<file path="src/rtl/timer_scheduler_pkg.sv">
// timer_scheduler_pkg: shared types and helpers for the timer scheduler.
//   state_t   - scheduler FSM state encoding
//   rr_pick_t - round-robin pick result (valid + index)
//   rr_pick() - first set request at or above ptr, wrapping at num_req
package timer_scheduler_pkg;

  typedef enum logic [1:0] {
    IDLE = 2'b00,
    LOAD = 2'b01,
    RUN  = 2'b10,
    DONE = 2'b11
  } state_t;

  // Widest supported requester set; callers zero-extend into these widths.
  localparam int unsigned MAX_REQ  = 16;
  localparam int unsigned MAX_ID_W = 4;

  typedef struct packed {
    logic                valid;
    logic [MAX_ID_W-1:0] idx;
  } rr_pick_t;

  function automatic rr_pick_t rr_pick(input logic [MAX_REQ-1:0]  req,
                                       input logic [MAX_ID_W-1:0] ptr,
                                       input int unsigned         num_req);
    rr_pick_t    pick;
    int unsigned cand;
    pick = '0;
    for (int unsigned i = 0; i < MAX_REQ; i++) begin
      // ptr < num_req and i < num_req, so one subtraction is enough to wrap.
      cand = 32'(ptr) + i;
      if (cand >= num_req) cand = cand - num_req;
      if (i < num_req && !pick.valid && req[cand[MAX_ID_W-1:0]]) begin
        pick.valid = 1'b1;
        pick.idx   = cand[MAX_ID_W-1:0];
      end
    end
    return pick;
  endfunction

endpackage

</file>
<file path="src/rtl/timer_scheduler_if.sv">
// timer_scheduler_if: client-side bundle of the timer scheduler.
//   req     - per-requester request, held until done
//   dly     - flattened delays, requester i at [i*CNT_W +: CNT_W]
//   gnt     - one-hot grant, LOAD through DONE
//   done    - one-hot single-cycle completion pulse
//   busy    - scheduler not idle
//   cur_id  - current / last owner index
//   cnt_val - live shared counter value
// master = clients, slave = scheduler.
interface timer_scheduler_if #(
  parameter int unsigned NUM_REQ = 4,
  parameter int unsigned CNT_W   = 8
);
  localparam int unsigned ID_W = $clog2(NUM_REQ);

  logic [NUM_REQ-1:0]       req;
  logic [NUM_REQ*CNT_W-1:0] dly;
  logic [NUM_REQ-1:0]       gnt;
  logic [NUM_REQ-1:0]       done;
  logic                     busy;
  logic [ID_W-1:0]          cur_id;
  logic [CNT_W-1:0]         cnt_val;

  modport master (output req, dly, input gnt, done, busy, cur_id, cnt_val);
  modport slave  (input req, dly, output gnt, done, busy, cur_id, cnt_val);
endinterface

</file>
<file path="src/rtl/timer_scheduler_counter.sv">
// counter: loadable up/down counter with wrap flag.
//   clk      - rising-edge clock
//   res_n    - asynchronous active-low reset
//   enable   - advance or load this cycle
//   load     - take cnt_in instead of stepping
//   dir      - 1 = down, 0 = up
//   cnt_in   - load value
//   cnt_out  - current count
//   overflow - registered carry/borrow of the last step
module counter #(
  parameter int unsigned counter_size = 8
) (
  input  logic                    clk,
  input  logic                    res_n,
  input  logic                    enable,
  input  logic                    load,
  input  logic                    dir,
  input  logic [counter_size-1:0] cnt_in,
  output logic [counter_size-1:0] cnt_out,
  output logic                    overflow
);
  logic [counter_size-1:0] cnt_q;
  logic                    ovf_q;
  logic [counter_size:0]   step_d;

  // Extra top bit captures borrow (down) or carry (up).
  always_comb begin
    step_d = dir ? ({1'b0, cnt_q} - (counter_size+1)'(1))
                 : ({1'b0, cnt_q} + (counter_size+1)'(1));
  end

  always_ff @(posedge clk or negedge res_n) begin
    if (!res_n) begin
      cnt_q <= '0;
      ovf_q <= 1'b0;
    end else if (enable) begin
      if (load) begin
        cnt_q <= cnt_in;
        ovf_q <= 1'b0;
      end else begin
        cnt_q <= step_d[counter_size-1:0];
        ovf_q <= step_d[counter_size];
      end
    end
  end

  assign cnt_out  = cnt_q;
  assign overflow = ovf_q;
endmodule

</file>
<file path="src/rtl/timer_scheduler.sv">
// timer_scheduler: round-robin sharing of one down counter among NUM_REQ
// requesters. The owner's delay is loaded, counted to zero, and a one-cycle
// done pulse is returned to it.
//   clk - rising-edge clock
//   res - asynchronous active-high reset
//   bus - timer_scheduler_if.slave (req/dly in; gnt/done/busy/cur_id/cnt_val out)
module timer_scheduler
  import timer_scheduler_pkg::*;
#(
  parameter int unsigned NUM_REQ = 4,
  parameter int unsigned CNT_W   = 8
) (
  input  logic              clk,
  input  logic              res,
  timer_scheduler_if.slave  bus
);
  localparam int unsigned ID_W = $clog2(NUM_REQ);

  state_t             state_q;
  logic [ID_W-1:0]    ptr_q;
  logic [ID_W-1:0]    cur_id_q;
  logic [NUM_REQ-1:0] gnt_q;
  logic [NUM_REQ-1:0] done_q;

  rr_pick_t           pick;
  logic [ID_W-1:0]    pick_id;
  logic [ID_W-1:0]    next_ptr;
  logic               owner_req;
  logic               cnt_en;
  logic               cnt_load;
  logic [CNT_W-1:0]   cnt_in;
  logic [CNT_W-1:0]   cnt_out;

  // Arbitration only matters in IDLE; elsewhere the pick is forced invalid.
  always_comb begin
    pick = '0;
    if (state_q == IDLE) begin
      pick = rr_pick(MAX_REQ'(bus.req), MAX_ID_W'(ptr_q), NUM_REQ);
    end
  end

  assign pick_id   = ID_W'(pick.idx);
  assign next_ptr  = (cur_id_q == ID_W'(NUM_REQ - 1)) ? '0 : cur_id_q + 1'b1;
  assign owner_req = bus.req[cur_id_q];
  assign cnt_in    = bus.dly[cur_id_q*CNT_W +: CNT_W];

  // Decrement is gated at zero so the counter never wraps in RUN.
  assign cnt_load = (state_q == LOAD);
  assign cnt_en   = cnt_load || ((state_q == RUN) && (cnt_out != '0));

  always_ff @(posedge clk or posedge res) begin
    if (res) begin
      state_q  <= IDLE;
      ptr_q    <= '0;
      cur_id_q <= '0;
      gnt_q    <= '0;
      done_q   <= '0;
    end else begin
      done_q <= '0;
      case (state_q)
        IDLE: begin
          if (pick.valid) begin
            cur_id_q <= pick_id;
            gnt_q    <= NUM_REQ'(1) << pick_id;
            state_q  <= LOAD;
          end
        end
        LOAD: begin
          if (!owner_req) begin
            gnt_q   <= '0;
            ptr_q   <= next_ptr;
            state_q <= IDLE;
          end else begin
            state_q <= RUN;
          end
        end
        RUN: begin
          // Owner withdrawal wins over completion: no done on abort.
          if (!owner_req) begin
            gnt_q   <= '0;
            ptr_q   <= next_ptr;
            state_q <= IDLE;
          end else if (cnt_out == '0) begin
            done_q  <= gnt_q;
            state_q <= DONE;
          end
        end
        DONE: begin
          gnt_q   <= '0;
          ptr_q   <= next_ptr;
          state_q <= IDLE;
        end
        default: state_q <= IDLE;
      endcase
    end
  end

  counter #(
    .counter_size(CNT_W)
  ) u_counter (
    .clk      (clk),
    .res_n    (~res),
    .enable   (cnt_en),
    .load     (cnt_load),
    .dir      (1'b1),
    .cnt_in   (cnt_in),
    .cnt_out  (cnt_out),
    .overflow ()
  );

  assign bus.gnt     = gnt_q;
  assign bus.done    = done_q;
  assign bus.busy    = (state_q != IDLE);
  assign bus.cur_id  = cur_id_q;
  assign bus.cnt_val = cnt_out;

endmodule

</file>
<file path="src/flat_wrapper.sv">
// flat-port wrapper written by rule: the top's interface ports become plain ports
module timer_scheduler_flat import timer_scheduler_pkg::*;
#(
  parameter int unsigned NUM_REQ = 4,
  parameter int unsigned CNT_W   = 8
)
  (clk, res, bus_req, bus_dly, bus_gnt, bus_done, bus_busy, bus_cur_id, bus_cnt_val);
  timer_scheduler_if #(.NUM_REQ(NUM_REQ), .CNT_W(CNT_W)) bus_i ();
  input  logic clk;
  input  logic res;
  input wire logic [$bits(bus_i.req)-1:0] bus_req;
  input wire logic [$bits(bus_i.dly)-1:0] bus_dly;
  output wire logic [$bits(bus_i.gnt)-1:0] bus_gnt;
  output wire logic [$bits(bus_i.done)-1:0] bus_done;
  output wire logic [$bits(bus_i.busy)-1:0] bus_busy;
  output wire logic [$bits(bus_i.cur_id)-1:0] bus_cur_id;
  output wire logic [$bits(bus_i.cnt_val)-1:0] bus_cnt_val;
  assign bus_i.req = bus_req;
  assign bus_i.dly = bus_dly;
  assign bus_gnt = bus_i.gnt;
  assign bus_done = bus_i.done;
  assign bus_busy = bus_i.busy;
  assign bus_cur_id = bus_i.cur_id;
  assign bus_cnt_val = bus_i.cnt_val;
  timer_scheduler #(.NUM_REQ(NUM_REQ), .CNT_W(CNT_W)) u_core (.clk(clk), .res(res), .bus(bus_i));
endmodule
</file>
<file path="config.mk">
export PLATFORM = sky130hd
export DESIGN_NAME = timer_scheduler_flat
export DESIGN_NICKNAME = d
export VERILOG_FILES = /design/src/rtl/timer_scheduler_pkg.sv /design/src/rtl/timer_scheduler_if.sv /design/src/rtl/timer_scheduler_counter.sv /design/src/rtl/timer_scheduler.sv /design/src/flat_wrapper.sv
export SDC_FILE = /design/constraint.sdc
export NUM_CORES = 1
export LEC_CHECK = 0
export CAP_MARGIN = 25
export CORE_UTILIZATION = 50
export DETAILED_ROUTE_END_ITERATION = 10
export PLACE_DENSITY = 0.89
export SLEW_MARGIN = 15
export SYNTH_ARGS = -nofsm -noshare
export SYNTH_HDL_FRONTEND = slang
export SYNTH_HIERARCHICAL = 1
export SYNTH_SLANG_ARGS = --single-unit
</file>
<file path="constraint.sdc">
create_clock -name clk -period 7.2 [get_ports clk]
set_input_delay 1.44 -clock clk [delete_from_list [all_inputs] [get_ports clk]]
set_output_delay 1.44 -clock clk [all_outputs]
set_load 0.02 [all_outputs]
</file>
* Word-level counts from Yosys, hierarchy flattened
Index checks and enable logic that the tools add are counted.
Widths: inputs -> output; s select.
** Word-level totals
- Flip-flop bits (word level) :: 22
- Word-level logic and storage cells :: 92
** Cells by class
- Shifts and indexed selects :: 2
- Magnitude comparators :: 9
- Reduce and logical (&&, ||, !) cells :: 18
- Muxes and demuxes :: 41
- Equal/unequal tests :: 7
- Add/subtract/negate cells :: 9
** Operators by type and width (number)
- $ge 32x3->1 const B :: 3
- $mux 4 :: 13
- $mux 5 :: 8
- $shiftx 32x6->8 :: 1
- $lt 4x5->1 const B :: 4
- $bmux 1 s4 :: 4
- $mux 2 :: 6
- $pmux 4 s3 :: 1
- $sub 4x3->4 const B :: 3
- $logic_not 8->1 :: 1
- $mux 8 :: 1
- $pmux 2 s4 :: 1
- $reduce_and 2->1 :: 4
- $reduce_bool 8->1 :: 1
- $sub 8x1->8 const B :: 1
- $add 2x2->3 const B :: 2
- $eq 2x2->1 const B :: 3
- $mux 1 :: 5
- $logic_and 1x1->1 :: 4
- $pmux 2 s2 :: 1
- $reduce_bool 2->1 :: 2
- $shl 1x2->4 const A :: 1
- $sub 2x3->4 const B :: 1
- $add 2x1->3 const B :: 1
- other kinds (12) :: 14

* Depth between registers and ports, before layout
Gate-level depths: netlist of the first run.
- Word-level depth :: 22
- Gate-level depth with buffers :: 9
- Mapped depth without buffers :: 7

* By module
Netlist of the first run, hierarchy kept.
** Modules (own cells, without submodules)
- timer_scheduler :: area an instance 1271.2 µm², instances 1, cells an instance 123, sequential area each 350.3 µm²
- counter :: area an instance 784.5 µm², instances 1, cells an instance 93, sequential area each 225.2 µm²

* Worst setup path before layout of the first run
Ideal clock, no wire load.
- Path type :: input to register
- Start :: input bus_req[0]
- End :: register u_core.gnt_q[1], in the netlist u_core/bus.gnt[1]
- Library setup time :: 101 ps
- Cell stages on the path :: 6
- Setup slack :: 4412 ps
- Arrival time :: 2687 ps
- Buffers on the path :: 1
- Path through :: mux2i_1 > or3_1 > buf_2 > a22o_1 > a211o_1 > o32ai_1
** On the way
- Cells in the longest elaborated chain, start to end :: 19
- Elaborated cells between the ends (all ways) :: 30
** Ends and longest elaborated chain
- start, declared :: RTL line flat_wrapper.sv:11 : input wire logic [$bits(bus_i.req)-1:0] bus_req;
- $bmux 1 s4 :: RTL line timer_scheduler_pkg.sv:33 : if (i < num_req && !pick.valid && req[cand[MAX_ID_W-1:0]]) begin
- $mux 1 (implied by the code) :: RTL line timer_scheduler_pkg.sv:33
- $mux 5 :: RTL line timer_scheduler_pkg.sv:33
- $mux 5 :: RTL line timer_scheduler.sv:37 : if (state_q == IDLE) begin
- $logic_not 1->1 :: RTL line timer_scheduler_pkg.sv:33
- $logic_and 1x1->1 :: RTL line timer_scheduler_pkg.sv:33
- $mux 5 :: RTL line timer_scheduler_pkg.sv:33
- $mux 5 :: RTL line timer_scheduler.sv:37
- (+3 left out)
- $mux 5 :: RTL line timer_scheduler.sv:37
- $logic_not 1->1 :: RTL line timer_scheduler_pkg.sv:33
- $logic_and 1x1->1 :: RTL line timer_scheduler_pkg.sv:33
- $mux 5 :: RTL line timer_scheduler_pkg.sv:33
- $mux 5 :: RTL line timer_scheduler.sv:37
- $shl 1x2->4 :: RTL line timer_scheduler.sv:64 : gnt_q <= NUM_REQ'(1) << pick_id;
- $mux 4 :: RTL line timer_scheduler.sv:62 : if (pick.valid) begin
- $pmux 4 s3 :: RTL line timer_scheduler.sv:60 : case (state_q)
- end signal, assigned :: RTL line timer_scheduler.sv:64
- end, declared :: RTL line timer_scheduler.sv:22 : logic [NUM_REQ-1:0] gnt_q;
Parallel ways exist; a longest one is shown, timed or not. The select of a mux whose other input is x is not followed.
A chain may end at the register's enable or synchronous reset.

* Worst setup path after layout of the first run
- Start :: input bus_req[0]
- End :: register u_core.gnt_q[3], in the netlist u_core/bus.gnt[3]
Same word-level chain as after synthesis.

==> impl_metrics.yaml, run 1 <==
run_status:
  status: "complete, no violations"
setup_path:
  critical_path.reg2reg.startpoint: "u_core/ptr_q[0]"
  arr_time_crit_path_ps: 3460
  path_max_fanout: 8
  critical_path.max_stage_delay_ps: 600
  critical_path.startpoint: "bus_req[0]"
  crit_required_ps: 7330
  critical_path.endpoint_type: "register"
  critical_path.cell_chain: "clkdlybuf4s50_1 -> mux2i_1 -> or3_1 -> a22o_1 -> a211oi_1 -> o32ai_1"
  crit_family: "compound AO/OA/AOI/OAI gates"
  worst_path_max_delay_cell: "sky130_fd_sc_hd__clkdlybuf4s50_1"
  critical_path.n_buffers_inverters: 1
  critical_path_class: "input pin to register"
  cp_launch_type: "input pin"
hold_path:
  hp-start: "u_core/bus.gnt[1]"
  hold_class: "register to register"
logic_synthesis:
  post_synthesis_mean_instance_area_um2: 9.601
  postSynthCellCount: 205
  yosys_warnings: 6
  cell_area_after_synthesis_um2: 1968
sta:
  tns_ps: 0
  worst_slew_pin_slew_ps: 861.9
  clock.fmax_ghz: 0.2995
  fin_crit_sh_pct: 46.38
  final.hold.worst_slack_ps: 527.2
  setup_viol: 0
  worst_clock_skew_ps: 5.943
  report.final.slew_viol_count: 0
  post-route-worst-setup-slack_ps: 3861
  timing.final.hold_violations: 0
  rsz0062_at_grt: "no"
  period_needed_ps: 3339
  max-slew-margin-rel_pct: 42.48
detailed_routing:
  wire_per_inst_um: 16.00
  detail_route.drc_violations: 0
  drt_pre_antenna_iters: 4
  route.detailed.vias_per_inst: 5.961
  via_count: 1848
  drt-total-wl_um: 4961
  drt_first_iter_violations: 99
  drt.antenna.violating_nets: 0
global_routing:
  leftover_overflow_at_the_end_of_global_routing: 0
  grt_first_pass_wirelength_um: 8086
  grt_util_all_layers_pct: 24.86
  grt_start_max_net_pins: 24
  grt_antenna_before_repair: 0
  number_of_global_route_vias_before_repair: 1807
layout:
  syn2layout_area_growth_pct: 33.06
  filler_cell_count: 291
  layout_common_cells: "56 x sky130_fd_sc_hd__clkdlybuf4s50_1, 22 x sky130_fd_sc_hd__dfrtp_1, 16 x sky130_fd_sc_hd__ha_1, 14 x sky130_fd_sc_hd__inv_1, 14 x sky130_fd_sc_hd__nand2_1"
  mostFrequentLayoutCell: "sky130_fd_sc_hd__clkdlybuf4s50_1"
  finalNetCount: 318
  insertedDiodeCount: 0
  final_layout_size_suffix_gt1_share_pct: 7.634
clock_tree:
  clkTransAtPathRegs_ps: 80
  clock-root-buffer: "sky130_fd_sc_hd__clkbuf_8"
  number_of_clock_buffers_inserted_by_tritoncts: 3
  post_cts.resized_instances: 0
  cts.hold.buffers_added: 0
  cts-htree-levels: 1
  cts_tree: "built"
  clock_tree.buffer_depth: 2
  clock_latency_ps: 260
  cts_post_setup_buffers_inserted: 0
  clock-sinks: 22
placed_design:
  finalWeightedCongestion: 0.9006
  numPortBuffers: 56
  post-place-ws_ps: 3591
  hpwl_um: 3788
die:
  die_h_um: 64.74
  row_count: 22
  initial_utilization_pct: 52.96
  die_area_um2: 4191
  core_area_um2: 3716
  die_width_um: 64.74
  boundaryPins: 57
power:
  total_power_mw: 1.090
  maximum_resistive_drop_on_vdd_mv: 0.2343
  p_per_area_nw_per_um2: 416.2
  power.leakage_nw: 1.106
run:
  max_cap_viol_count: 0
[final timing paths]
| path | end | slack [ps] | depth (start not counted) |
|---|---|---|---|
| hold reg to reg | u_core/bus.done[1] | 530 | 1 |
| setup / recovery | u_core/bus.gnt[3] | 3860 | 6 |
| setup reg to reg | u_core/bus.gnt[3] | 4240 | 7 |
| hold / removal | u_core/bus.done[1] | 530 | 1 |
| min in group asynchronous | u_core/bus.cur_id[0] | 1650 | 2 |
| max in group asynchronous | u_core/u_counter/cnt_out[6] | 5020 | 2 |
[cell type report]
| type | count | area [um2] | area share, % |
|---|---|---|---|
| Tap cell | 48 | 60.06 | 2.293 |
| Clock buffer | 4 | 55.05 | 2.102 |
| Sequential cell | 22 | 550.5 | 21.02 |
| Inverter | 14 | 52.55 | 2.007 |
| Multi-Input combinational cell | 166 | 1340 | 51.17 |
| Timing Repair Buffer | 56 | 560.5 | 21.40 |
[sequential cells by signal (all words and copies together) (netlist names)]
signal,cells
u_core/state_q,2
u_core/bus.done,4
u_core/bus.gnt,4
u_core/ptr_q,2
u_core/u_counter/cnt_out,8
u_core/bus.cur_id,2
[stage by stage]
stage	area [um2]	std cells	util, %
2_1_floorplan	1994	212	-
3_3_place_gp	2564	306	68.99
3_5_place_dp	2564	306	68.99
4_1_cts	2619	310	70.47
5_1_grt	2619	310	70.47
6_report	2619	310	70.47
[per-layer routing]
layer / track usage (%) / wire (um)
met1: 30.89 / 2153
met2: 44.53 / 2602
met3: 2.289 / 171
met4: 8.611 / 34
met5: 0 / 0
[report_power, final]
part | internal (mW) | switching (mW)
combinational | 0.355 | 0.383
clock | 0.0487 | 0.0407
sequential | 0.170 | 0.0922
total | 0.574 | 0.516
Power figures use the tool's default switching activity.
==> inputs of run 2 (changes only) <==
--- a/config.mk
+++ b/config.mk
@@ -6,9 +6,9 @@
 export NUM_CORES = 1
 export LEC_CHECK = 0
 export CAP_MARGIN = 25
-export CORE_UTILIZATION = 50
+export CORE_UTILIZATION = 49
 export DETAILED_ROUTE_END_ITERATION = 10
-export PLACE_DENSITY = 0.89
+export PLACE_DENSITY = 0.87
 export SLEW_MARGIN = 15
 export SYNTH_ARGS = -nofsm -noshare
 export SYNTH_HDL_FRONTEND = slang
==> constraint.sdc (replaced) <==
create_clock -name clk -period 3.1 [get_ports clk]
set_input_delay 0.62 -clock clk [delete_from_list [all_inputs] [get_ports clk]]
set_output_delay 0.62 -clock clk [all_outputs]
set_load 0.02 [all_outputs]
==> run 2 against run 1 <==
Net effect:
- first-iteration DRC count rose by 4.0%
- highest routed layer unchanged
- cell count is 0.65% higher
- largest power group unchanged
- flip-flop and latch count unchanged
- hold slack worse by 16 ps
- clock skew is 2.0 ps lower
- register-to-register slack lost 3700 ps
- non-clock buffer count rose by 2
- critical path depth up 1
==> impl_metrics.yaml, run 2 (synthesis results as in run 1) <==
setup_path:
  critical_path.reg2reg.startpoint: "u_core/ptr_q[1]"
  regToRegEndpoint: "u_core/bus.gnt[3]"
  setup.reg_to_reg.worst_slack_ps: 530
  critical_path.startpoint: "u_core/ptr_q[1]"
  timing.critical_path.to: "u_core/bus.gnt[3]"
  cp_launch_type: "register"
  arr_time_crit_path_ps: 2730
  crit_required_ps: 3260
  path_max_fanout: 8
  rr_worst_depth: 7
  critical_path_class: "register to register"
  critical_path.endpoint_type: "register"
sta:
  max-slew-margin-rel_pct: 43.68
  worst_clock_skew_ps: 3.977
  fin_crit_sh_pct: 82.79
  clock.fmax_ghz: 0.3896
  setup_viol: 0
  timing.final.hold_violations: 0
  period_needed_ps: 2567
  rsz0062_at_grt: "no"
  post-route-worst-setup-slack_ps: 533.4
  worst_slew_pin_slew_ps: 843.9
  tns_ps: 0
  report.final.slew_viol_count: 0
die:
  die_width_um: 65.38
  core_area_um2: 3744
  row_count: 22
  initial_utilization_pct: 52.57
  die_area_um2: 4274
  boundaryPins: 57
  die_h_um: 65.38
detailed_routing:
  drt_first_iter_violations: 103
  drt.antenna.violating_nets: 0
  wire_per_inst_um: 15.47
  detail_route.drc_violations: 0
  via_count: 1835
  route.detailed.vias_per_inst: 5.881
  drt_pre_antenna_iters: 4
  drt-total-wl_um: 4828
global_routing:
  number_of_global_route_vias_before_repair: 1857
  grt_start_max_net_pins: 24
  grt_first_pass_wirelength_um: 8211
  grt_antenna_before_repair: 0
  leftover_overflow_at_the_end_of_global_routing: 0
  grt_util_all_layers_pct: 24.49
power:
  clkPwrFrac_pct: 8.0
  intPower_mw: 1.351
  power.share.switching_pct: 47.05
  combinationalPowerShare_pct: 70.5
  maximum_resistive_drop_on_vdd_mv: 0.5610
  p_per_area_nw_per_um2: 968.8
  sequentialPowerShare_pct: 21.5
  power.net_switching_mw: 1.200
  power.leakage_nw: 1.116
placed_design:
  post-place-cells: 308
  numPortBuffers: 56
  post-place-ws_ps: 356.0
  hpwl_um: 3764
  finalWeightedCongestion: 0.9254
layout:
  syn2layout_area_growth_pct: 33.82
  layoutNonFillerInstCount: 312
  mostFrequentLayoutCell: "sky130_fd_sc_hd__clkdlybuf4s50_1"
  insertedDiodeCount: 0
  multi_input_area_um2: 1340
  layout_common_cells: "56 x sky130_fd_sc_hd__clkdlybuf4s50_1, 22 x sky130_fd_sc_hd__dfrtp_1, 16 x sky130_fd_sc_hd__ha_1, 14 x sky130_fd_sc_hd__inv_1, 14 x sky130_fd_sc_hd__nand2_1"
  finalNetCount: 320
  final_layout_size_suffix_gt1_share_pct: 8.333
  final-seq-area_um2: 550.5
  number_of_flip_flops_under_the_largest_register_name: 8
  filler_cell_count: 299
clock_tree:
  post_cts.resized_instances: 0
  cts_post_setup_buffers_inserted: 0
  number_of_clock_buffers_inserted_by_tritoncts: 3
  clkTransAtPathRegs_ps: 80
  clock-root-buffer: "sky130_fd_sc_hd__clkbuf_8"
  cts.hold.buffers_added: 0
  clock-sinks: 22
  cts-htree-levels: 1
  clock_tree.buffer_depth: 2
  clock_latency_ps: 260
  cts_tree: "built"
hold_path:
  hp-start: "u_core/bus.gnt[1]"
  hold_class: "register to register"
run:
  max_cap_viol_count: 0
run_status:
  status: "complete, no violations"
==> run 2: worst min-delay path by stage <==
stage / end / slack, ps / depth (start not counted)
after CTS: u_core/bus.done[1] / 510 / 1
after global placement: u_core/bus.done[3] / 500 / 1
final: u_core/bus.done[1] / 510 / 1
after global routing: u_core/bus.done[0] / 550 / 1
after detailed placement: u_core/bus.done[1] / 500 / 1
after floorplan: u_core/state_q[1] / 490 / 1
==> run 2: worst max-delay path, stage by stage (launching register included) <==
cell                      delay [ps]
sky130_fd_sc_hd__dfrtp_1         570
sky130_fd_sc_hd__inv_1           150
sky130_fd_sc_hd__ha_1            370
sky130_fd_sc_hd__mux4_2          250
sky130_fd_sc_hd__nand2_1         110
sky130_fd_sc_hd__nor4_1          570
sky130_fd_sc_hd__nor3b_1         150
sky130_fd_sc_hd__o32ai_1         290
==> run 2: final cells by class <==
| class | instances | share of cell area, % |
|---|---|---|
| Multi-Input combinational cell | 166 | 50.88 |
| Clock buffer | 4 | 2.090 |
| Timing Repair Buffer | 58 | 21.85 |
| Sequential cell | 22 | 20.90 |
| Inverter | 14 | 1.995 |
| Tap cell | 48 | 2.280 |
==> run 2: power by group through the flow <==
stage                     registers (mW)  logic, mW  clock network (mW)
final                              0.549       1.80               0.203
after floorplan                    0.579       1.27                   0
after detailed placement           0.551       1.78                   0
after global placement             0.546       1.73                   0
after global routing               0.564       1.97               0.219
after CTS                          0.547       1.78               0.205
==> run 2: per-stage QoR <==
step                      util [%]  hold WS [ps]  total power, mW  instance area [um2]
after detailed placement     68.88         497.8            2.327                 2579
after global routing         70.35         547.3            2.751                 2634
after floorplan                  -         491.3            1.853                 1994
after global placement       68.88         500.9            2.278                 2579
after CTS                    70.35         514.6            2.536                 2634
final                        70.35         511.4            2.552                 2634
==> run 2: per-layer routing <==
layer | up-vias | share of wire, % | global-route usage, %
li1 | 888 | - | -
met1 | 890 | 45 | 31.92
met2 | 51 | 50 | 43.43
met3 | 6 | 3.9 | 1.910
met4 | 0 | 0.91 | 6.522
met5 | - | 0 | 0
==> inputs of run 3 (changes only) <==
--- a/config.mk
+++ b/config.mk
@@ -6,9 +6,9 @@
 export NUM_CORES = 1
 export LEC_CHECK = 0
 export CAP_MARGIN = 25
-export CORE_UTILIZATION = 49
+export CORE_UTILIZATION = 44
 export DETAILED_ROUTE_END_ITERATION = 10
-export PLACE_DENSITY = 0.87
+export PLACE_DENSITY = 0.83
 export SLEW_MARGIN = 15
 export SYNTH_ARGS = -nofsm -noshare
 export SYNTH_HDL_FRONTEND = slang
==> constraint.sdc (replaced) <==
create_clock -name clk -period 2.31 [get_ports clk]
set_input_delay 0.462 -clock clk [delete_from_list [all_inputs] [get_ports clk]]
set_output_delay 0.462 -clock clk [all_outputs]
set_load 0.02 [all_outputs]
==> run 3 against run 2 <==
Net effect:
- global-route usage decreased by 2.1 points
- setup slack got worse by 450 ps
- first-iteration DRC count up 6.8%
- clock skew down 1.9 ps
- sequential power grew 25%
- die area is 11% higher
- critical path depth shrank 1
- critical endpoint unchanged
- combinational power rose by 49%
- register-to-register slack got worse by 410 ps
- power increased by 43%
- cell area increased by 7.0%
==> impl_metrics.yaml, run 3 (synthesis results as in run 1) <==
sta:
  fin_crit_sh_pct: 96.34
  rsz0062_at_grt: "no"
  setup_viol: 0
  timing.final.hold_violations: 0
  report.final.slew_viol_count: 0
  period_needed_ps: 2225
  clock.fmax_ghz: 0.4494
  worst_clock_skew_ps: 2.078
global_routing:
  grt_antenna_before_repair: 0
  grt_first_pass_wirelength_um: 7997
  grt_util_all_layers_pct: 22.40
  grt_start_max_net_pins: 23
  number_of_global_route_vias_before_repair: 1808
  leftover_overflow_at_the_end_of_global_routing: 0
setup_path:
  cp_launch_type: "input pin"
  crit_required_ps: 2440
  arr_time_crit_path_ps: 2360
  path_max_fanout: 8
  critical_path.endpoint_type: "register"
  critical_path_class: "input pin to register"
  setup.reg_to_reg.worst_slack_ps: 120
layout:
  finalNetCount: 342
  design_area_final_um2: 2819
  layout_common_cells: "55 x sky130_fd_sc_hd__clkdlybuf4s50_1, 24 x sky130_fd_sc_hd__buf_4, 22 x sky130_fd_sc_hd__dfrtp_1, 15 x sky130_fd_sc_hd__ha_1, 14 x sky130_fd_sc_hd__nand2_1"
  final_layout_size_suffix_gt1_share_pct: 16.08
  syn2layout_area_growth_pct: 43.23
  number_of_flip_flops_under_the_largest_register_name: 8
  insertedDiodeCount: 0
  mostFrequentLayoutCell: "sky130_fd_sc_hd__clkdlybuf4s50_1"
  final_util_pct: 68.03
placed_design:
  dpl_cell_area_um2: 2761
  hpwl_um: 4000
  finalWeightedCongestion: 0.9384
  numPortBuffers: 56
die:
  core_area_um2: 4144
  die_area_um2: 4744
  die_width_um: 68.88
  initial_utilization_pct: 47.49
  die_h_um: 68.88
  row_count: 23
  boundaryPins: 57
power:
  power.leakage_nw: 1.230
  intPower_mw: 2.012
  sequentialPowerShare_pct: 18.8
  power.share.switching_pct: 44.87
  maximum_resistive_drop_on_vdd_mv: 0.8603
  p_per_area_nw_per_um2: 1295
  combinationalPowerShare_pct: 73.7
  power.net_switching_mw: 1.637
  clkPwrFrac_pct: 7.5
clock_tree:
  cts.hold.buffers_added: 0
  clkTransAtPathRegs_ps: 80
  number_of_clock_buffers_inserted_by_tritoncts: 3
  cts_tree: "built"
  cts-htree-levels: 1
  post_cts.resized_instances: 0
  clock-root-buffer: "sky130_fd_sc_hd__clkbuf_8"
  clock_tree.buffer_depth: 2
  clock-sinks: 22
  clock_latency_ps: 260
  cts_post_setup_buffers_inserted: 0
detailed_routing:
  drt_first_iter_violations: 110
  route.detailed.vias_per_inst: 5.595
  drt.antenna.violating_nets: 0
  wire_per_inst_um: 14.75
  detail_route.drc_violations: 0
  drt_pre_antenna_iters: 4
  via_count: 1880
  drt-total-wl_um: 4955
run_status:
  status: "complete, no violations"
hold_path:
  hold_class: "register to register"
run:
  max_cap_viol_count: 0
-- run 3: cell types whose count changed in the layout (fill, tap and decap cells not counted) --
cell                              previous run  this run
sky130_fd_sc_hd__buf_4                       2        24
sky130_fd_sc_hd__clkdlybuf4s50_1            56        55
sky130_fd_sc_hd__dlymetal6s2s_1              0         1
sky130_fd_sc_hd__ha_1                       16        15
sky130_fd_sc_hd__ha_4                        0         1
sky130_fd_sc_hd__inv_1                      14        13
sky130_fd_sc_hd__inv_4                       0         1
-- run 3: stage by stage --
step / setup TNS (ps) / cells / hold slack (ps) / setup slack [ps] / total power, mW
floorplan: 0 / 212 / 451.2 / 9.184 / 2.522
global placement: -523.4 / 332 / 502.9 / -122.1 / 3.291
detailed placement: -925.2 / 332 / 509.7 / -163.6 / 3.366
CTS: 0 / 336 / 528.7 / 29.83 / 3.651
global route: 0 / 336 / 545.2 / 18.78 / 3.947
finish: 0 / 336 / 523.4 / 84.60 / 3.649
-- run 3: final timing paths --
kind,cells after the start,startpoint,to
worst max-delay path,6,bus_req[2],u_core/bus.gnt[3]
worst min-delay path,1,u_core/bus.gnt[3],u_core/bus.done[3]
worst max register to register,7,u_core/ptr_q[0],u_core/bus.gnt[3]
worst min register to register,1,u_core/bus.gnt[3],u_core/bus.done[3]
max in group asynchronous,3,res,u_core/bus.done[2]
min in group asynchronous,3,res,u_core/bus.done[3]
-- run 3: layer usage --
layer | part of all wire (%) | GRT usage [%]
met1 | 43 | 28.38
met5 | 0 | 0
met3 | 3.9 | 1.809
met4 | 1.2 | 6.633
met2 | 52 | 40.17
-- run 3: final cells by class --
class | instances | area [um2]
clock buffer | 4 | 55.05
fill | 344 | 1325
inverter | 14 | 55.05
multi-input combinational | 166 | 1353
sequential | 22 | 550.5
tap | 50 | 62.56
timing repair buffer | 80 | 743.2
-- run 3: power groups by stage --
stage	Combinational, mW	Sequential, mW	Clock (mW)
6_report	2.69	0.685	0.274
2_1_floorplan	1.75	0.776	0
4_1_cts	2.68	0.689	0.282
5_1_grt	2.94	0.712	0.293
3_5_place_dp	2.67	0.695	0
3_3_place_gp	2.60	0.690	0
-- run 3: critical path, stage by stage --
cell                              delay, ps
sky130_fd_sc_hd__clkdlybuf4s50_1        520
sky130_fd_sc_hd__mux4_2                 540
sky130_fd_sc_hd__buf_4                  160
sky130_fd_sc_hd__a32o_1                 210
sky130_fd_sc_hd__nor3b_1                320
sky130_fd_sc_hd__o32ai_1                140
